<file path="src/rtl/egg_timer_pkg.sv">
`default_nettype none
// ============================================================================
// Module   : egg_timer_pkg
// Purpose  : Shared state encoding, digit width and BCD step helpers.
// Revision : 1.0
// ============================================================================
package egg_timer_pkg;

    localparam int BCD_W        = 4;
    localparam int SEC_TENS_MAX = 5;

    typedef enum logic [1:0] {
        SET   = 2'd0,
        RUN   = 2'd1,
        PAUSE = 2'd2,
        ALARM = 2'd3
    } state_t;

    function automatic logic [BCD_W-1:0] bcd_inc(input logic [BCD_W-1:0] digit,
                                                 input logic [BCD_W-1:0] limit);
        return (digit >= limit) ? '0 : digit + 4'd1;
    endfunction

    function automatic logic [BCD_W-1:0] bcd_dec(input logic [BCD_W-1:0] digit,
                                                 input logic [BCD_W-1:0] limit);
        return (digit == '0 || digit > limit) ? limit : digit - 4'd1;
    endfunction

endpackage
`default_nettype wire

</file>
<file path="src/rtl/egg_timer_ctrl_field.sv">
`default_nettype none
// ============================================================================
// Module   : bcd_field
// Purpose  : Two-digit BCD field 00..TENS_MAX9 with wrap, load and borrow-out.
// Revision : 1.0
// ============================================================================
module bcd_field
    import egg_timer_pkg::*;
#(
    parameter int TENS_MAX = 5
) (
    input  logic             clk,
    input  logic             rst,
    input  logic             i_inc,
    input  logic             i_dec,
    input  logic             i_load,
    input  logic [BCD_W-1:0] i_load_tens,
    input  logic [BCD_W-1:0] i_load_ones,
    output logic [BCD_W-1:0] o_tens,
    output logic [BCD_W-1:0] o_ones,
    output logic             o_borrow
);

    localparam logic [BCD_W-1:0] c_tens_max = BCD_W'(TENS_MAX);
    localparam logic [BCD_W-1:0] c_ones_max = 4'd9;

    logic [BCD_W-1:0] r_tens;
    logic [BCD_W-1:0] r_ones;
    logic             w_step_up;
    logic             w_step_dn;

    // Opposing requests on the same field cancel out.
    assign w_step_up = i_inc & ~i_dec;
    assign w_step_dn = i_dec & ~i_inc;

    always_ff @(posedge clk) begin
        if (rst) begin
            r_tens <= '0;
            r_ones <= '0;
        end else if (i_load) begin
            r_tens <= i_load_tens;
            r_ones <= i_load_ones;
        end else if (w_step_up) begin
            r_ones <= bcd_inc(r_ones, c_ones_max);
            if (r_ones == c_ones_max)
                r_tens <= bcd_inc(r_tens, c_tens_max);
        end else if (w_step_dn) begin
            r_ones <= bcd_dec(r_ones, c_ones_max);
            if (r_ones == '0)
                r_tens <= bcd_dec(r_tens, c_tens_max);
        end
    end

    assign o_tens   = r_tens;
    assign o_ones   = r_ones;
    assign o_borrow = w_step_dn & (r_tens == '0) & (r_ones == '0);

endmodule
`default_nettype wire

</file>
<file path="src/rtl/egg_timer_ctrl.sv">
`default_nettype none
// ============================================================================
// Module   : egg_timer_ctrl
// Purpose  : MM:SS BCD countdown egg timer with set/run/pause/alarm modes.
// Revision : 1.0
// ============================================================================
module egg_timer_ctrl
    import egg_timer_pkg::*;
#(
    parameter int MIN_TENS_MAX = 5,
    parameter int ALARM_LEN    = 10
) (
    input  logic             clk,
    input  logic             reset,
    input  logic             tick_1hz,
    input  logic             min_up,
    input  logic             min_down,
    input  logic             sec_up,
    input  logic             sec_down,
    input  logic             start_pause,
    input  logic             clear,
    output logic [BCD_W-1:0] min_tens,
    output logic [BCD_W-1:0] min_ones,
    output logic [BCD_W-1:0] sec_tens,
    output logic [BCD_W-1:0] sec_ones,
    output logic             running,
    output logic             paused,
    output logic             alarm,
    output logic             done
);

    localparam logic [7:0] c_alarm_len = 8'(ALARM_LEN);

    state_t             r_state;
    state_t             w_next;
    logic [7:0]         r_alarm_cnt;
    logic [4*BCD_W-1:0] r_preset;
    logic               r_running;
    logic               r_paused;
    logic               r_alarm;
    logic               r_done;

    logic [4*BCD_W-1:0] w_time;
    logic [4*BCD_W-1:0] w_load_val;
    logic               w_nonzero;
    logic               w_last_sec;
    logic               w_illegal;
    logic               w_set_btn;
    logic               w_run_tick;
    logic               w_alarm_tick;
    logic               w_alarm_end;
    logic               w_reload;
    logic               w_load;
    logic               w_sec_borrow;

    assign w_time     = {min_tens, min_ones, sec_tens, sec_ones};
    assign w_nonzero  = |w_time;
    assign w_last_sec = (w_time == 16'h0001);
    assign w_illegal  = !(r_state inside {SET, RUN, PAUSE, ALARM});

    // A start with a nonzero time consumes the cycle; otherwise buttons apply.
    assign w_set_btn    = (r_state == SET) & ~clear & ~(start_pause & w_nonzero);
    assign w_run_tick   = (r_state == RUN) & ~clear & ~start_pause & tick_1hz;
    assign w_alarm_tick = (r_state == ALARM) & ~clear & ~start_pause & tick_1hz;
    assign w_alarm_end  = w_alarm_tick & ((r_alarm_cnt + 8'd1) == c_alarm_len);
    assign w_reload     = ((r_state == ALARM) & ~clear & start_pause) | w_alarm_end;
    assign w_load       = clear | w_reload | w_illegal;
    assign w_load_val   = w_reload ? r_preset : '0;

    bcd_field #(.TENS_MAX(SEC_TENS_MAX)) u_sec (
        .clk         (clk),
        .rst         (reset),
        .i_inc       (w_set_btn & sec_up),
        .i_dec       ((w_set_btn & sec_down) | w_run_tick),
        .i_load      (w_load),
        .i_load_tens (w_load_val[7:4]),
        .i_load_ones (w_load_val[3:0]),
        .o_tens      (sec_tens),
        .o_ones      (sec_ones),
        .o_borrow    (w_sec_borrow)
    );

    // Seconds borrow feeds minutes only while counting down.
    bcd_field #(.TENS_MAX(MIN_TENS_MAX)) u_min (
        .clk         (clk),
        .rst         (reset),
        .i_inc       (w_set_btn & min_up),
        .i_dec       ((w_set_btn & min_down) | (w_run_tick & w_sec_borrow)),
        .i_load      (w_load),
        .i_load_tens (w_load_val[15:12]),
        .i_load_ones (w_load_val[11:8]),
        .o_tens      (min_tens),
        .o_ones      (min_ones),
        .o_borrow    ()
    );

    always_comb begin
        w_next = r_state;
        case (r_state)
            SET: begin
                if (!clear && start_pause && w_nonzero)
                    w_next = RUN;
            end
            RUN: begin
                if (clear)
                    w_next = SET;
                else if (start_pause)
                    w_next = PAUSE;
                else if (tick_1hz && w_last_sec)
                    w_next = ALARM;
            end
            PAUSE: begin
                if (clear)
                    w_next = SET;
                else if (start_pause)
                    w_next = RUN;
            end
            ALARM: begin
                if (clear || start_pause || w_alarm_end)
                    w_next = SET;
            end
            default: w_next = SET;
        endcase
    end

    always_ff @(posedge clk) begin
        if (reset) begin
            r_state     <= SET;
            r_alarm_cnt <= '0;
            r_preset    <= '0;
            r_running   <= 1'b0;
            r_paused    <= 1'b0;
            r_alarm     <= 1'b0;
            r_done      <= 1'b0;
        end else begin
            r_state   <= w_next;
            r_running <= (w_next == RUN);
            r_paused  <= (w_next == PAUSE);
            r_alarm   <= (w_next == ALARM);
            r_done    <= (r_state == RUN) && (w_next == ALARM);
            if (r_state != ALARM)
                r_alarm_cnt <= '0;
            else if (w_alarm_tick)
                r_alarm_cnt <= r_alarm_cnt + 8'd1;
            if (r_state == SET && w_next == RUN)
                r_preset <= w_time;
        end
    end

    assign running = r_running;
    assign paused  = r_paused;
    assign alarm   = r_alarm;
    assign done    = r_done;

endmodule
`default_nettype wire
</file>
<file path="config.mk">
export PLATFORM = sky130hd
export DESIGN_NAME = egg_timer_ctrl
export DESIGN_NICKNAME = d
export VERILOG_FILES = /design/src/rtl/egg_timer_pkg.sv /design/src/rtl/egg_timer_ctrl_field.sv /design/src/rtl/egg_timer_ctrl.sv
export SDC_FILE = /design/constraint.sdc
export NUM_CORES = 1
export LEC_CHECK = 0
export CAP_MARGIN = 20
export CORE_MARGIN = 1
export CORE_UTILIZATION = 40
export DETAILED_ROUTE_END_ITERATION = 10
export MAX_ROUTING_LAYER = met4
export SYNTH_ARGS = -nofsm -noshare
export SYNTH_HDL_FRONTEND = slang
export SYNTH_HIERARCHICAL = 1
export SYNTH_SLANG_ARGS = --single-unit
</file>
<file path="constraint.sdc">
create_clock -name clk -period 6.5 [get_ports clk]
set_input_delay 0.975 -clock clk [delete_from_list [all_inputs] [get_ports clk]]
set_output_delay 0.975 -clock clk [all_outputs]
set_load 0.02 [all_outputs]
</file>
# After elaboration in Yosys (flattened, before gate mapping)
# Index checks and enable logic that the tools add are counted.
# word_totals
reg_bits,46
in_bits,9
output_inout_bits,20
elab_cells,135
# classes
add_sub_neg,9
n_lt_le_gt_ge,8
eq_ne,13
n_mux,33
bitwise_logic,34
reduce_logical,27
# op_table
op,count
4-bit two-way mux,24
1-bit AND,22
4-bit by 1-bit adder with 4-bit output (second input constant),4
16-bit by 1-bit == test with 1-bit output (second input constant),1
4-bit logical NOT,4
16-bit two-way mux,1
16-bit OR reduction,1
4-bit by 1-bit subtractor with 4-bit output (second input constant),4
2-bit two-way mux,7
3-bit nonzero test,4
8-bit by 1-bit adder with 8-bit output (second input constant),1
2-bit == test (second input constant),4
4-bit == test (second input constant),2
8-bit by 4-bit == test with 1-bit output (second input constant),1
4-bit by 3-bit greater-or-equal comparator with 1-bit output (second input constant),2
4-bit greater-or-equal comparator (second input constant),2
4-bit by 3-bit greater-than comparator with 1-bit output (second input constant),2
4-bit greater-than comparator (second input constant),2
2-bit one-hot mux with 4 select lines,1
1-bit inverter,7
1-bit logical OR,6
3-bit by 2-bit inequality test with 1-bit output (second input constant),2
3-bit AND reduction,2
1-bit logical AND,5
7 further kinds,13

# Logic depth before layout (Yosys ltp)
# Gate-level depths: netlist of run 1.
# logic_depth
word_depth,15
mapped_depth,14
ltp_nobuf,13

# Hierarchy
# The synthesis of run 1 kept the hierarchy.
# by_module_without_submodules
mod,n_inst,cells_per_inst,area_per_inst_um2,seq_area_each_um2
bcd_field,2,102,845.8,160.2
egg_timer_ctrl,1,172,1614.0,600.6

# Worst setup path before layout of run 1
# No wires, ideal clock.
# synth_timing
kind,reg-to-reg
startpoint,"register u_sec.r_tens[3], in the netlist u_sec/o_tens[3]"
endpoint,"register u_min.r_tens[1], in the netlist u_min/o_tens[1]"
setup_ns,0.096
arrival_time_ns,3.420
t_required_ns,6.404
path_slack_ns,2.984
path_stages_with_launch,14
path_buffers,0
synth_period_minus_slack_ns,3.516
path_cell_list,dfxtp_1 > nor4_1 > nand4_1 > o21ai_0 > nor4b_2 > a22o_1 > nor2b_1 > and2_1 > and3b_2 > a32o_1 > nor2b_1 > or4_1 > o221a_1 > o41ai_2
# synth_between
elab_chain_cells,15
elab_cells_between_ends,26
classes_between,eq/ne: 1; mux: 2; bitwise: 18; reduce/logical: 5
# synth_lines
item,line_no,rtl
"start, declared",egg_timer_ctrl_field.sv:27,logic [BCD_W-1:0] r_tens;
"start signal, assigned",egg_timer_ctrl_field.sv:41,r_tens <= i_load_tens;
"start signal, assigned",egg_timer_ctrl_field.sv:46,"r_tens <= bcd_inc(r_tens, c_tens_max);"
"start signal, assigned",egg_timer_ctrl_field.sv:50,"r_tens <= bcd_dec(r_tens, c_tens_max);"
16-bit OR reduction,egg_timer_ctrl.sv:57,assign w_nonzero = |w_time;
1-bit AND,egg_timer_ctrl.sv:62,assign w_set_btn = (r_state == SET) & ~clear & ~(start_pause & w_nonzero);
1-bit inverter,egg_timer_ctrl.sv:62,
1-bit AND,egg_timer_ctrl.sv:62,
1-bit AND (on tied branches),"egg_timer_ctrl.sv:74, egg_timer_ctrl.sv:73",
1-bit bitwise OR / 1-bit inverter (equally long branches),"egg_timer_ctrl.sv:74, egg_timer_ctrl_field.sv:34",
1-bit AND,egg_timer_ctrl_field.sv:34,assign w_step_dn = i_dec & ~i_inc;
1-bit AND (*) (2 in a row),egg_timer_ctrl_field.sv:56,assign o_borrow = w_step_dn & (r_tens == '0) & (r_ones == '0);
named net w_sec_borrow,egg_timer_ctrl.sv:54,logic w_sec_borrow;
1-bit AND (*),egg_timer_ctrl.sv:88,".i_dec ((w_set_btn & min_down) | (w_run_tick & w_sec_borrow)),"
1-bit bitwise OR (*),egg_timer_ctrl.sv:88,
1-bit inverter,egg_timer_ctrl_field.sv:33,assign w_step_up = i_inc & ~i_dec;
1-bit AND,egg_timer_ctrl_field.sv:33,
3-bit by 2-bit inequality test with 1-bit output (no line) (tied with other cells),-,
3-bit AND reduction (no line) / 4-bit two-way mux (equally long branches),-,
"end signal, assigned",egg_timer_ctrl_field.sv:41,
"end signal, assigned",egg_timer_ctrl_field.sv:46,
"end signal, assigned",egg_timer_ctrl_field.sv:50,
"end, declared",egg_timer_ctrl_field.sv:27,
# The timed path passes the listed nets; every way through them passes the cells marked *.
# A chain may end at the register's enable or synchronous reset.

# Worst setup path after layout of run 1
# layout_timing
startpoint,"register u_min.r_tens[2], in the netlist u_min/o_tens[2]"
endpoint,"register u_min.r_tens[1], in the netlist u_min/o_tens[1]"
# layout_between
elab_chain_cells,15
elab_cells_between_ends,34
classes_between,order compare: 2; eq/ne: 1; mux: 7; bitwise: 18; reduce/logical: 6
# layout_lines
item,line_no
16-bit OR reduction (*),egg_timer_ctrl.sv:57
1-bit AND (*),egg_timer_ctrl.sv:62
1-bit inverter (*),egg_timer_ctrl.sv:62
1-bit AND (*),egg_timer_ctrl.sv:62
1-bit AND (on tied branches),"egg_timer_ctrl.sv:74, egg_timer_ctrl.sv:73"
1-bit bitwise OR / 1-bit inverter (equally long branches),"egg_timer_ctrl.sv:74, egg_timer_ctrl_field.sv:34"
1-bit AND (*),egg_timer_ctrl_field.sv:34
1-bit AND (*) (2 in a row),egg_timer_ctrl_field.sv:56
named net w_sec_borrow,egg_timer_ctrl.sv:54
1-bit AND (*),egg_timer_ctrl.sv:88
1-bit bitwise OR (*),egg_timer_ctrl.sv:88
1-bit inverter,egg_timer_ctrl_field.sv:33
1-bit AND,egg_timer_ctrl_field.sv:33
3-bit by 2-bit inequality test with 1-bit output (no line) (tied with other cells),-
3-bit AND reduction (no line) / 4-bit two-way mux (equally long branches),-
# The timed path passes the listed nets; every way through them passes the cells marked *. The select of a mux whose other input is x is not followed.

==> flow_metrics.py, run 1 <==
metrics = {
    "outcome": {
        "run_status": "completed",
    },
    "worst_setup_path": {
        "crit_family": "simple AND/OR/NAND/NOR gates",
        "worst-endpoint-arrival_ns": 4.36,
        "worstPathRequired_ns": 6.71,
        "crit_path_top_delay_cell": "or4_1",
        "cp_common_cell": "nor2b_1",
        "critPathCaptureType": "flip-flop",
        "critPathKind": "reg2reg",
        "slowest_delay_ns": 0.50,
        "worstPathCellList": "nor4_1 -> nand4_1 -> o21ai_0 -> nor4b_2 -> a22o_1 -> nor2b_1 -> and2_1 -> and3b_2 -> a32o_1 -> nor2b_1 -> or4_1 -> o221a_1 -> o41ai_2",
        "startpoint_type": "flip-flop",
        "crit_fanout": 13,
        "cp_num_buf_inv": 0,
    },
    "cts": {
        "clk_path_buf_depth": 2,
        "cts_tree": "yes",
        "clk_latency_ns": 0.30,
        "htreeDepth": 2,
        "cts_made_buffers": 5,
        "clock-sinks": 46,
        "clk_pin_slew_ns": 0.09,
        "root_buffer": "clkbuf_8",
        "cts.repair.resized": 0,
        "post-cts-setup-buffers": 0,
        "ctsHoldBuffers": 0,
    },
    "drt": {
        "routed_wirelength_um": 7550,
        "num_vias": 2792,
        "drt_iter0_markers": 162,
        "drtAntennaViolNets": 0,
        "routedWlPerCell_um": 15.3,
        "drc": 0,
        "firstDrtPassIters": 4,
        "avgViaCountPerCell": 5.67,
    },
    "global_routing": {
        "grt_overflow": 0,
        "grt_max_degree": 37,
        "grt_pass1_wl_um": 12800,
        "grt_usage_pct": 18.8,
        "antenna_found_initial": 0,
        "first_global_vias": 2602,
    },
    "final_layout": {
        "multi_input_area_sq_um": 2160,
        "fillers": 815,
        "syn2layout_area_growth_pct": 11.0,
        "regArea_sq_um": 921,
        "layout_commonest_cell": "dfxtp_1",
        "diodes": 0,
        "fin_nets": 416,
        "mostFrequentLayoutCells": "dfxtp_1 (46), nor2_1 (36), clkdlybuf4s50_1 (28), nand2_1 (23), ha_1 (18)",
        "drive_above_1_share_pct": 12.3,
    },
    "power_and_ir_drop": {
        "ir_drop_v": 0.000140,
        "powerDensity_nw_per_um2": 177,
        "p_leak_nw": 1.37,
    },
    "floorplan": {
        "die_y_um": 92.8,
        "coreArea_sq_um": 7850,
        "ios": 29,
        "dieArea_sq_um": 8610,
        "fp-row-count": 32,
        "fp.dieW_um": 92.8,
        "initial_core_util_pct": 42.0,
    },
    "logic_synthesis": {
        "syn_area_per_cell_sq_um": 8.79,
        "ys_warn_count": 6,
        "synth_area_sq_um": 3300,
        "synthCells": 375,
        "synth.net_count": 402,
    },
    "timing": {
        "hold_viol": 0,
        "period_needed_ns": 4.15,
        "setup_viol": 0,
        "slew_viol_final": 0,
        "setup_tns_ns": 0,
        "tightest_slew_ns": 0.870,
        "slew_headroom_pct": 42.0,
        "fmax_ghz": 0.241,
        "rsz0062_at_grt": "false",
        "finClkSkew_ns": 0.00792,
        "finalCritPeriodShare_pct": 63.9,
        "holdWs_ns": 0.465,
    },
    "job": {
        "maxCapViolations": 0,
    },
    "hold_path": {
        "hold_path_class": "reg2reg",
    },
    "placed_design": {
        "dp_hpwl_um": 5450,
        "gp_congestion": 0.813,
        "io_buffers": 28,
    },
}
-- per-layer routing --
layer | vias up | track usage (%) | share of wire (%)
li1 | 1401 | - | -
met2 | 55 | 30.9 | 49
met3 | 4 | 3.04 | 3.7
met4 | 0 | 3.21 | 0.45
met1 | 1332 | 24.6 | 47
met5 | - | - | 0
-- stage by stage --
stage | total power [mW] | setup WS (ns) | instance area [sq um] | instances | utilization, %
finish | 0.649 | 2.35 | 3660 | 492 | 46.6
floorplan | 0.432 | 2.98 | 3300 | 375 | -
detailed placement | 0.478 | 2.06 | 3570 | 484 | 45.5
CTS | 0.656 | 2.31 | 3660 | 492 | 46.6
global placement | 0.476 | 2.18 | 3570 | 484 | 45.5
global route | 0.688 | 1.92 | 3660 | 492 | 46.6
-- path summary, 6_finish.rpt --
path	start	to	slack, ns	depth (start not counted)
max	u_min/o_tens[2]	u_min/o_tens[1]	2.35	13
min	r_preset[0]	r_preset[0]	0.47	2
max reg2reg	u_min/o_tens[2]	u_min/o_tens[1]	2.35	13
min reg2reg	r_preset[0]	r_preset[0]	0.47	2
-- where the power goes --
part	internal (mW)	switching [mW]	total [mW]
clock network	0.0757	0.101	0.177
registers	0.293	0.0244	0.317
logic	0.0722	0.0830	0.155
total	0.440	0.209	0.649
-- final cells by class --
| type | instances | area share, % |
|---|---|---|
| Inverter | 17 | 1.74 |
| Clock buffer | 5 | 1.88 |
| Tap cell | 102 | 3.49 |
| Sequential cell | 46 | 25.2 |
| Multi-Input combinational cell | 289 | 59.1 |
| Clock inverter | 3 | 0.581 |
| Timing Repair Buffer | 30 | 8.07 |
-- registers in the layout, indices dropped and copies added, names as in the netlist --
| register | flops |
|---|---|
| u_sec/o_tens | 4 |
| running | 1 |
| u_min/o_ones | 4 |
| r_preset | 16 |
| done | 1 |
| r_alarm_cnt | 8 |
| paused | 1 |
| alarm | 1 |
| u_min/o_tens | 4 |
| u_sec/o_ones | 4 |
| r_state | 2 |
-- worst reg2reg max path, cell delays in order (launching register included) --
cell and delay [ns]:
dfxtp_1 0.46, nor4_1 0.32, nand4_1 0.29, o21ai_0 0.22, nor4b_2 0.33, a22o_1 0.23
nor2b_1 0.38, and2_1 0.23, and3b_2 0.19, a32o_1 0.21, nor2b_1 0.18, or4_1 0.51
o221a_1 0.25, o41ai_2 0.25
Note: power is estimated with default switching activity, not from simulation.
==> run 2, diff against run 1 <==
==> constraint.sdc (replaced) <==
create_clock -name clk -period 4 [get_ports clk]
set_input_delay 0.6 -clock clk [delete_from_list [all_inputs] [get_ports clk]]
set_output_delay 0.6 -clock clk [all_outputs]
set_load 0.02 [all_outputs]
==> run 2 against run 1 <==
  * Core utilization increased by 2.2 points
  * Combinational power increased by 94%
  * Critical path depth increased by 2
  * Cell area increased by 4.8%
==> flow_metrics.py, run 2 (synthesized netlist as in run 1, its figures left out) <==
metrics = {
    "outcome": {
        "run_status": "completed",
    },
    "final_layout": {
        "finalInstanceArea_sq_um": 3830,
        "final_cell_count_no_fill": 513,
        "largest_reg_flops": 16,
        "diodes": 0,
        "layout_commonest_cell": "dfxtp_1",
        "regMostFlops": "r_preset",
        "fin_nets": 437,
        "mostFrequentLayoutCells": "dfxtp_1 (46), nor2_1 (36), clkdlybuf4s50_1 (28), nand2_1 (23), buf_4 (23)",
        "top_regs": "r_preset: 16 flops, r_alarm_cnt: 8 flops",
        "final_util_pct": 48.8,
        "syn2layout_area_growth_pct": 16.3,
        "drive_above_1_share_pct": 16.3,
    },
    "timing": {
        "slew_headroom_pct": 43.0,
        "finalCritPeriodShare_pct": 89.6,
        "setup_tns_ns": 0,
        "rsz0062_at_grt": "false",
        "period_needed_ns": 3.58,
        "setup_viol": 0,
        "tightest_slew_ns": 0.853,
        "finClkSkew_ns": 0.00659,
        "fmax_ghz": 0.279,
        "slew_viol_final": 0,
        "hold_viol": 0,
    },
    "drt": {
        "num_vias": 2843,
        "drt_iter0_markers": 117,
        "drtAntennaViolNets": 0,
        "drc": 0,
        "firstDrtPassIters": 4,
        "routed_wirelength_um": 7620,
        "avgViaCountPerCell": 5.54,
        "routedWlPerCell_um": 14.9,
    },
    "global_routing": {
        "grt_pass1_wl_um": 12800,
        "antenna_found_initial": 0,
        "grt_use_met2_pct": 30.1,
        "grt_overflow": 0,
        "first_global_vias": 2601,
        "grt_max_degree": 21,
        "grt_usage_pct": 18.8,
        "busiest_layer": "met2",
        "use_met1_pct": 25.4,
        "grt_use_met3_pct": 2.79,
    },
    "worst_setup_path": {
        "worst-endpoint-arrival_ns": 3.78,
        "rr_startpoint": "u_min/o_tens[2]",
        "worstPathRequired_ns": 4.19,
        "crit_fanout": 7,
        "critPathCaptureType": "flip-flop",
        "startpoint": "u_min/o_tens[2]",
        "critPathKind": "reg2reg",
        "startpoint_type": "flip-flop",
    },
    "placed_design": {
        "io_buffers": 28,
        "placed_area_sq_um": 3730,
        "gp_congestion": 0.811,
        "dp_hpwl_um": 5630,
        "dp.cells": 505,
    },
    "cts": {
        "clk_latency_ns": 0.29,
        "clk_pin_slew_ns": 0.08,
        "clock-sinks": 46,
        "root_buffer": "clkbuf_8",
        "htreeDepth": 2,
        "post-cts-setup-buffers": 0,
        "cts_made_buffers": 5,
        "cts.repair.resized": 0,
        "clk_path_buf_depth": 2,
        "ctsHoldBuffers": 0,
        "cts_tree": "yes",
    },
    "floorplan": {
        "initial_core_util_pct": 42.0,
        "coreArea_sq_um": 7850,
        "fp-row-count": 32,
        "fp.dieW_um": 92.8,
        "dieArea_sq_um": 8610,
        "die_y_um": 92.8,
        "ios": 29,
    },
    "power_and_ir_drop": {
        "ir_drop_v": 0.000213,
        "p_leak_nw": 1.49,
        "powerDensity_nw_per_um2": 293,
        "total_power_mw": 1.12,
    },
    "hold_path": {
        "hold_path_class": "reg2reg",
        "min_from": "r_preset[0]",
    },
    "job": {
        "maxCapViolations": 0,
    },
}
run 2: changes by cell type in the layout (fill, tap and decap cells not counted), sizes merged:
cell	delta
bufinv	+1
clkinvlp	-1
clkbuf	+2
buf	+21
clkinv	-2
run 2: final timing paths:
check	slack [ns]	depth (start not counted)	to
worst max-delay path	0.42	15	u_min/o_tens[2]
worst min-delay path	0.46	2	r_preset[0]
worst max register to register	0.42	15	u_min/o_tens[2]
worst min register to register	0.46	2	r_preset[0]
run 2: per-stage QoR:
stage / hold WS (ns) / worst slack (ns)
after CTS: 0.459 / 0.400
after detailed placement: 0.447 / 0.236
after global placement: 0.441 / 0.328
after floorplan: 0.432 / 0.484
after global routing: 0.505 / 0.0684
final: 0.457 / 0.417
run 2: area by class of cell:
class                           instances  area [sq um]
Tap cell                              102           128
Clock buffer                            7          76.3
Timing Repair Buffer                   51           453
Fill cell                             796          4020
Inverter                               17          63.8
Clock inverter                          1          30.0
Sequential cell                        46           921
Multi-Input combinational cell        289          2160
run 2: report_power, final:
part	total (mW)	leakage, nW	internal [mW]	switching (mW)
registers	0.489	0.374	0.475	0.0135
logic	0.301	1.06	0.136	0.165
clock network	0.333	0.0524	0.187	0.146
run 2: layer usage:
layer  wire length, um  share of wire [%]
met1              3740                 49
met2              3590                 47
met3               269                3.5
met4                23               0.30
met5                 0                  0
run 2: worst max-delay path: stages, from the launching register on:
cell and delay [ns]:
dfxtp_1 0.32, nor4_1 0.33, nand4_1 0.20, o21ai_0 0.16, nor4b_2 0.26, buf_4 0.17
and2_1 0.15, nor2b_1 0.06, and2_1 0.15, and3b_2 0.20, a32o_1 0.28, nor2b_1 0.39
buf_4 0.23, nand2_1 0.05, o221a_2 0.24, o41ai_1 0.28
